### src/rtl/arch_regfile_rd_arbiter.sv
// Round-robin arbiter that shares the architectural regfile read port among
// NUM_REQ requesters. Only one read is in flight at a time, and the read value
// is held in a response register until its owner accepts it.

`ifndef ARCH_REG_NUM_WIDTH
`define ARCH_REG_NUM_WIDTH 5
`endif
`ifndef REG_VAL_WIDTH
`define REG_VAL_WIDTH 32
`endif

module arch_regfile_rd_arbiter #(
    parameter int unsigned NUM_REQ = 4,
    parameter int unsigned ADDR_W  = `ARCH_REG_NUM_WIDTH,
    parameter int unsigned DATA_W  = `REG_VAL_WIDTH
) (
    input  logic                      clk,
    input  logic                      reset,
    input  logic                      flush,
    input  logic [NUM_REQ-1:0]        req_valid,
    input  logic [NUM_REQ*ADDR_W-1:0] req_addr,
    output logic [NUM_REQ-1:0]        req_ready,
    output logic [NUM_REQ-1:0]        rsp_valid,
    output logic [DATA_W-1:0]         rsp_data,
    input  logic [NUM_REQ-1:0]        rsp_ready,
    output logic                      rf_rd_en,
    output logic [ADDR_W-1:0]         rf_rd_addr,
    input  logic [DATA_W-1:0]         rf_rd_value,
    input  logic                      rf_rd_valid,
    output logic                      busy
);

    localparam int unsigned PTR_W = (NUM_REQ > 1) ? $clog2(NUM_REQ) : 1;
    localparam int unsigned SUM_W = PTR_W + 1;

    typedef enum logic {StIdle, StResp} state_e;

    state_e             state_q;
    logic [PTR_W-1:0]   rr_ptr_q;
    logic [PTR_W-1:0]   owner_q;
    logic [DATA_W-1:0]  rsp_data_q;

    logic               found;
    logic [PTR_W-1:0]   winner;
    logic [PTR_W-1:0]   next_ptr;
    logic [SUM_W-1:0]   cand;
    logic               grant;

    // Pick the first valid requester at or above rr_ptr, wrapping at NUM_REQ.
    always_comb begin
        found  = 1'b0;
        winner = '0;
        cand   = '0;
        for (int unsigned off = 0; off < NUM_REQ; off++) begin
            cand = SUM_W'(rr_ptr_q) + SUM_W'(off);
            if (cand >= SUM_W'(NUM_REQ)) begin
                cand = cand - SUM_W'(NUM_REQ);
            end
            if (!found && req_valid[cand[PTR_W-1:0]]) begin
                found  = 1'b1;
                winner = cand[PTR_W-1:0];
            end
        end
    end

    // Pointer advances to the slot just past the winner, wrapping to 0.
    always_comb begin
        if (winner == PTR_W'(NUM_REQ - 1)) begin
            next_ptr = '0;
        end else begin
            next_ptr = winner + PTR_W'(1);
        end
    end

    // Regfile request and grant; a grant only happens when the regfile returns data.
    always_comb begin
        req_ready  = '0;
        rf_rd_en   = 1'b0;
        rf_rd_addr = '0;
        if (state_q == StIdle && found && !flush) begin
            rf_rd_en          = 1'b1;
            rf_rd_addr        = req_addr[winner*ADDR_W +: ADDR_W];
            req_ready[winner] = rf_rd_valid;
        end
    end

    assign grant = (state_q == StIdle) && found && rf_rd_valid && !flush;

    // Response side is driven purely from registered state, so rsp_ready never
    // reaches req_ready combinationally.
    always_comb begin
        rsp_valid = '0;
        if (state_q == StResp) begin
            rsp_valid[owner_q] = 1'b1;
        end
    end

    assign busy     = (state_q == StResp);
    assign rsp_data = rsp_data_q;

    // Arbiter FSM: capture the read value at grant, hold it until the owner accepts.
    always_ff @(posedge clk or negedge reset) begin
        if (!reset) begin
            state_q    <= StIdle;
            rr_ptr_q   <= '0;
            owner_q    <= '0;
            rsp_data_q <= '0;
        end else if (flush) begin
            // Pending response is dropped; rr_ptr keeps its value.
            state_q <= StIdle;
        end else begin
            unique case (state_q)
                StIdle: begin
                    if (grant) begin
                        rsp_data_q <= rf_rd_value;
                        owner_q    <= winner;
                        rr_ptr_q   <= next_ptr;
                        state_q    <= StResp;
                    end
                end
                StResp: begin
                    if (rsp_ready[owner_q]) begin
                        state_q <= StIdle;
                    end
                end
                default: state_q <= StIdle;
            endcase
        end
    end

endmodule

### config.mk
export PLATFORM = sky130hd
export DESIGN_NAME = arch_regfile_rd_arbiter
export DESIGN_NICKNAME = d
export VERILOG_FILES = /design/src/rtl/arch_regfile_rd_arbiter.sv
export SDC_FILE = /design/constraint.sdc
export NUM_CORES = 1
export LEC_CHECK = 0
export ABC_AREA = 1
export BUFFER_PORTS_ARGS = -buffer_cell sky130_fd_sc_hd__buf_2
export CORE_ASPECT_RATIO = 0.8
export CORE_MARGIN = 8
export CORE_UTILIZATION = 41
export CTS_CLUSTER_SIZE = 28
export DETAILED_ROUTE_END_ITERATION = 8
export PLACE_DENSITY = 0.87
export SLEW_MARGIN = 20
export SYNTH_ARGS = -nofsm -noshare
export SYNTH_HDL_FRONTEND = slang
export SYNTH_SLANG_ARGS = --single-unit
### constraint.sdc
create_clock -name clk -period 1.9 [get_ports clk]
set_input_delay 0.38 -clock clk [delete_from_list [all_inputs] [get_ports clk]]
set_output_delay 0.38 -clock clk [all_outputs]
set_load 0.01 [all_outputs]
### Word level (Yosys, flattened, before mapping)

Cells that the tools add are included.

| storage, ports and cells | value |
|---|---|
| bits of input ports | 64 |
| output and inout bits | 47 |
| bits in registers | 37 |
| word-level logic and storage cells | 79 |

| cells by class | value |
|---|---|
| add/subtract/negate cells | 8 |
| shift operators | 1 |
| mux-type cells | 35 |
| equal/unequal tests | 1 |
| reductions and logical operators | 14 |
| bitwise gates (word level) | 3 |
| order comparisons | 12 |
| multiply operators | 1 |

Operators by type and width:

| cell | count |
|---|---|
| indexed part select 20 x 6 -> 5 bit | 1 |
| less-than comparator 2 x 3 -> 1 bit, second input constant | 6 |
| two-way mux 2 bit | 9 |
| two-way mux 1 bit | 15 |
| binary-select mux 1 bit (select 2 bit) | 5 |
| greater-or-equal comparator 3 bit, second input constant | 3 |
| logical AND 1 bit | 9 |
| two-way mux 4 bit | 2 |
| subtractor 2 x 1 -> 2 bit, second input constant | 4 |
| adder 2 x 2 -> 3 bit, second input constant | 2 |
| multiplier 2 x 3 -> 5 bit, second input constant | 1 |
| two-way mux 5 bit | 1 |
| AND 4 bit | 1 |
| demux 1 bit (select 2 bit) | 2 |
| greater-or-equal comparator 2 x 1 -> 1 bit, second input constant | 2 |
| zero test 1 bit | 4 |
| adder 2 x 1 -> 3 bit, second input constant | 1 |
| greater-or-equal comparator 2 x 3 -> 1 bit, second input constant | 1 |
| AND reduction 3 bit | 1 |
| adder 2 x 1 -> 2 bit, second input constant | 1 |
| equality test 2 bit, second input constant | 1 |
| NOT 1 bit | 2 |
| case mux 1 bit (2 select lines) | 1 |

### Depth between registers and ports, before layout

| depth | value |
|---|---|
| depth in word-level cells | 20 |
| gate-level depth with buffers | 14 |
| mapped depth without buffers | 13 |

### Worst setup path after synthesis

OpenSTA, ideal clock, no wires.

| timing path | value |
|---|---|
| kind | reg2out |
| from | register rr_ptr_q[0] |
| to | output req_ready[2] |
| required time | 1520 ps |
| path buffers | 2 |
| slack | -202 ps |
| arrival time | 1722 ps |
| stages on the path, launching flop included | 13 |
| cell sequence | dfrtp_1 -> buf_4 -> nand2_1 -> nand2_2 -> nand2_1 -> nand2_1 -> nor2_4 -> nand3_2 -> nand3_1 -> buf_2 -> ha_1 -> nand2_1 -> nor2_1 |

| between the ends | value |
|---|---|
| cells in the longest elaborated chain, start to end | 20 |
| elaborated cells on any way between the ends | 46 |
| those cells by class | 7 x add/sub; 6 x order compare; 23 x mux; 1 x bitwise; 9 x reduce/logical |

Ends and longest elaborated chain:

| what | line | text |
|---|---|---|
| start, declared | 39 | `logic [PTR_W-1:0] rr_ptr_q;` |
| start signal, assigned | 117 | `rr_ptr_q <= next_ptr;` |
| parallel branches: the longest is 19 deep, another holds adder 2 x 1 -> 3 bit | - |  |
| two-way mux 4 bit * | 80 | `if (state_q == StIdle && found && !flush) begin` |
| end, declared | 22 | `output logic [NUM_REQ-1:0] req_ready,` |

Every way passes the cells marked *. The select of a mux whose other input is x is not followed.

### Final worst setup path

Same ends and word-level chain as after synthesis.

==> summary.txt <==
Die Y-Extent -> 80.3 um
post-route ant nets -> 0
Crit Path Category -> reg2out
# DRC -> 0
Worst-Margin Slew -> 0.453 ns
violated checks -> negative setup slack
Rows -> 23
total CTS buffers -> 5
part of the cycle the worst path needs -> 135%
EDFF count, synth -> 0
largest net degree at the start of global routing -> 38
Max Transition Viols Final -> 0
total gr overflow -> 0
DIE AREA -> 0.00773 mm^2
commonest non-fill, non-tap cell in the layout -> nand2_1
status -> finished, violations left
TritonRoute pass-1 iters -> 4
Mapped Area -> 0.00212 mm^2
share of layout cells above drive strength 1 -> 44.6%
Syn Nets -> 367
Worst setup EP type -> output port
Final Hold Viols -> 0
Leak -> 1.90 nW
Non-Filler Instances -> 497
R2R setup slack -> -0.18 ns
Yosys reg bits -> 37
mean post-synth cell area -> 7.08 um^2
DPL Wire Length -> 5200 um
DP Area -> 0.00294 mm^2
Port Buf Inserts -> 110
Final min period -> 2.56 ns
Inst Count DP -> 483
most frequent CP cell -> nand2_4
worst hold path type -> in2async
# fillers -> 430
commonest cells after routing, fill and taps aside -> nand2_1 (135), buf_2 (108), dfrtp_1 (36), inv_1 (30), buf_4 (21)
CTS Buffer Depth -> 2
Multi-input gate area -> 0.00117 mm^2
clk_skew -> 0.0114 ns
routability cong. -> 0.879
Initial DRC Count -> 114
peak supply drop -> 0.00131 V
total number of vias -> 2411
first-pass GRT wire length -> 11300 um
Post-Syn Instances -> 299
core area -> 0.00498 mm^2
Worst Setup SP -> rr_ptr_q[0]
clk sinks -> 37
clock slew at reported path FFs -> 0.09 ns
synthesis-to-layout area growth -> 52.4%
Die Span X -> 96.3 um
# H-tree levels -> 2
ys flop type -> dfrtp_1
root buf cell -> clkbuf_8
Finished Cell Area -> 0.00322 mm^2
Crit path required time -> 1.52 ns
max cap viols -> 0
Storage cell area -> 927 um^2
CTS tree -> yes
Rel. slew slack -> 69.8%
ys async rst share -> 100%
WL/cell -> 13.6 um
Worst Slack Setup Final -> -0.656 ns
Netlist cell types -> 23
Layout Nets -> 502
I/O pins -> 111
Ys Warns -> 0
antenna diode count -> 0
WL final -> 6760 um
pwr/cell area -> 1830 mW/mm^2
Reg2Reg Launch Point -> rr_ptr_q[0]
initial antenna violation count -> 0
Hold Buf Count CTS -> 0
WP data arrival -> 2.18 ns
hold slack -> 0.110 ns
f_max -> 391 MHz
crit start category -> flip-flop
vias in the first global route -> 2539
Slowest-stage cell, CP -> dfrtp_2
slowest cell delay on critical path -> 0.48 ns
vias per inst -> 4.85
initial core utilization -> 42.5%
RSZ-0062 raised after global routing -> true
Setup violations, final -> 47
critical path cell sequence -> clkinvlp_4, nand2_2, nand2_2, nand2_4, nand2_4, nor2_4, nand3_2, nand3_4, buf_6, ha_4, nand2_4, nor2_4, buf_6
sequential area share after synthesis -> 43.8%
clock latency on the worst-skew pair -> 0.29 ns
All-Layer GR Usage -> 18.0%
CP Max Fanout -> 8
==> worst paths after layout <==
| kind | end | cells after the start |
|---|---|---|
| setup / recovery | req_ready[2] | 13 |
| hold reg to reg | rsp_data[26] | 2 |
| hold / removal | rsp_data[7] | 2 |
| setup reg to reg | rsp_data[9] | 15 |
| max in group asynchronous | rr_ptr_q[0] | 2 |
| min in group clk | busy | 2 |
==> through the flow <==
step	power [mW]	util, %	setup slack (ns)	setup TNS (ns)
final	5.89	64.8	-0.656	-12.02
after detailed placement	4.75	59.0	-0.366	-9.36
after global placement	4.63	59.0	-0.275	-6.04
after global routing	6.37	64.8	-0.786	-18.54
after CTS	5.67	63.3	-0.623	-12.21
after floorplan	3.53	-	-0.0438	-0.310
==> synthesized netlist by cell type, types with 2 or more instances <==
cell type	number	area share [%]
a21oi_1	6	1.4
buf_2	2	0.47
buf_4	4	1.4
buf_6	3	1.6
clkbuf_1	2	0.35
dfrtp_1	37	44
ha_1	4	2.4
inv_1	32	5.7
inv_2	2	0.35
inv_4	2	0.59
nand2_1	149	26
nand2_2	3	0.89
nand3_1	21	5.0
nand4_1	12	3.5
nor2_1	5	0.89
nor3_1	4	0.95
o21ai_0	5	1.2
==> routing by layer <==
metal  global-route usage, %  vias up  part of all wire [%]
met5                       0        -                     0
met4                    3.92        0                   1.4
met3                    5.68       13                   6.6
met2                    32.1       74                    52
met1                    20.5     1126                    40
li1                        -     1198                     -
==> timing repair <==
| action | CTS | global route |
|---|---|---|
| endpoints found under the setup margin | 47 | 47 |
| pin swaps | 10 | 3 |
| gates cloned | 1 | 1 |
| gates resized for setup | 23 | 14 |
| buffers inserted | 3 | 1 |
==> report_power, final <==
part           internal (mW)  total, mW  switching, mW
Sequential              1.14       1.38          0.243
Clock                  0.260      0.561          0.301
Combinational           1.67       3.95           2.28
==> cell families after synthesis <==
kind of cell / synth area share (%)
DFF: 43.8
adders and majority gates: 2.37
AOI/OAI and AO/OA: 3.25
and+or+nand+nor: 40.2
buffers and inverters: 10.5
==> worst max-delay path: cells and delay by family (launching register included) <==
family                     cells  cell delay, ns
adders and majority gates      1            0.14
buffers and inverters          3            0.41
DFF                            1            0.48
and+or+nand+nor                9            0.84
==> state kept, by name, summed over array words and instances (netlist names) <==
register	count
owner_q	2
rsp_data	32
busy	1
rr_ptr_q	2
==> layout make-up <==
type,count,share of cell area [%]
clock buffers,5,2.13
clock inverters,3,0.660
inverters,36,4.58
multi-input cells,215,36.2
flip-flops and latches,37,28.8
well taps,62,2.41
repair buffers,138,25.1
repair inverters,1,0.233
(Power assumes the default switching activity.)
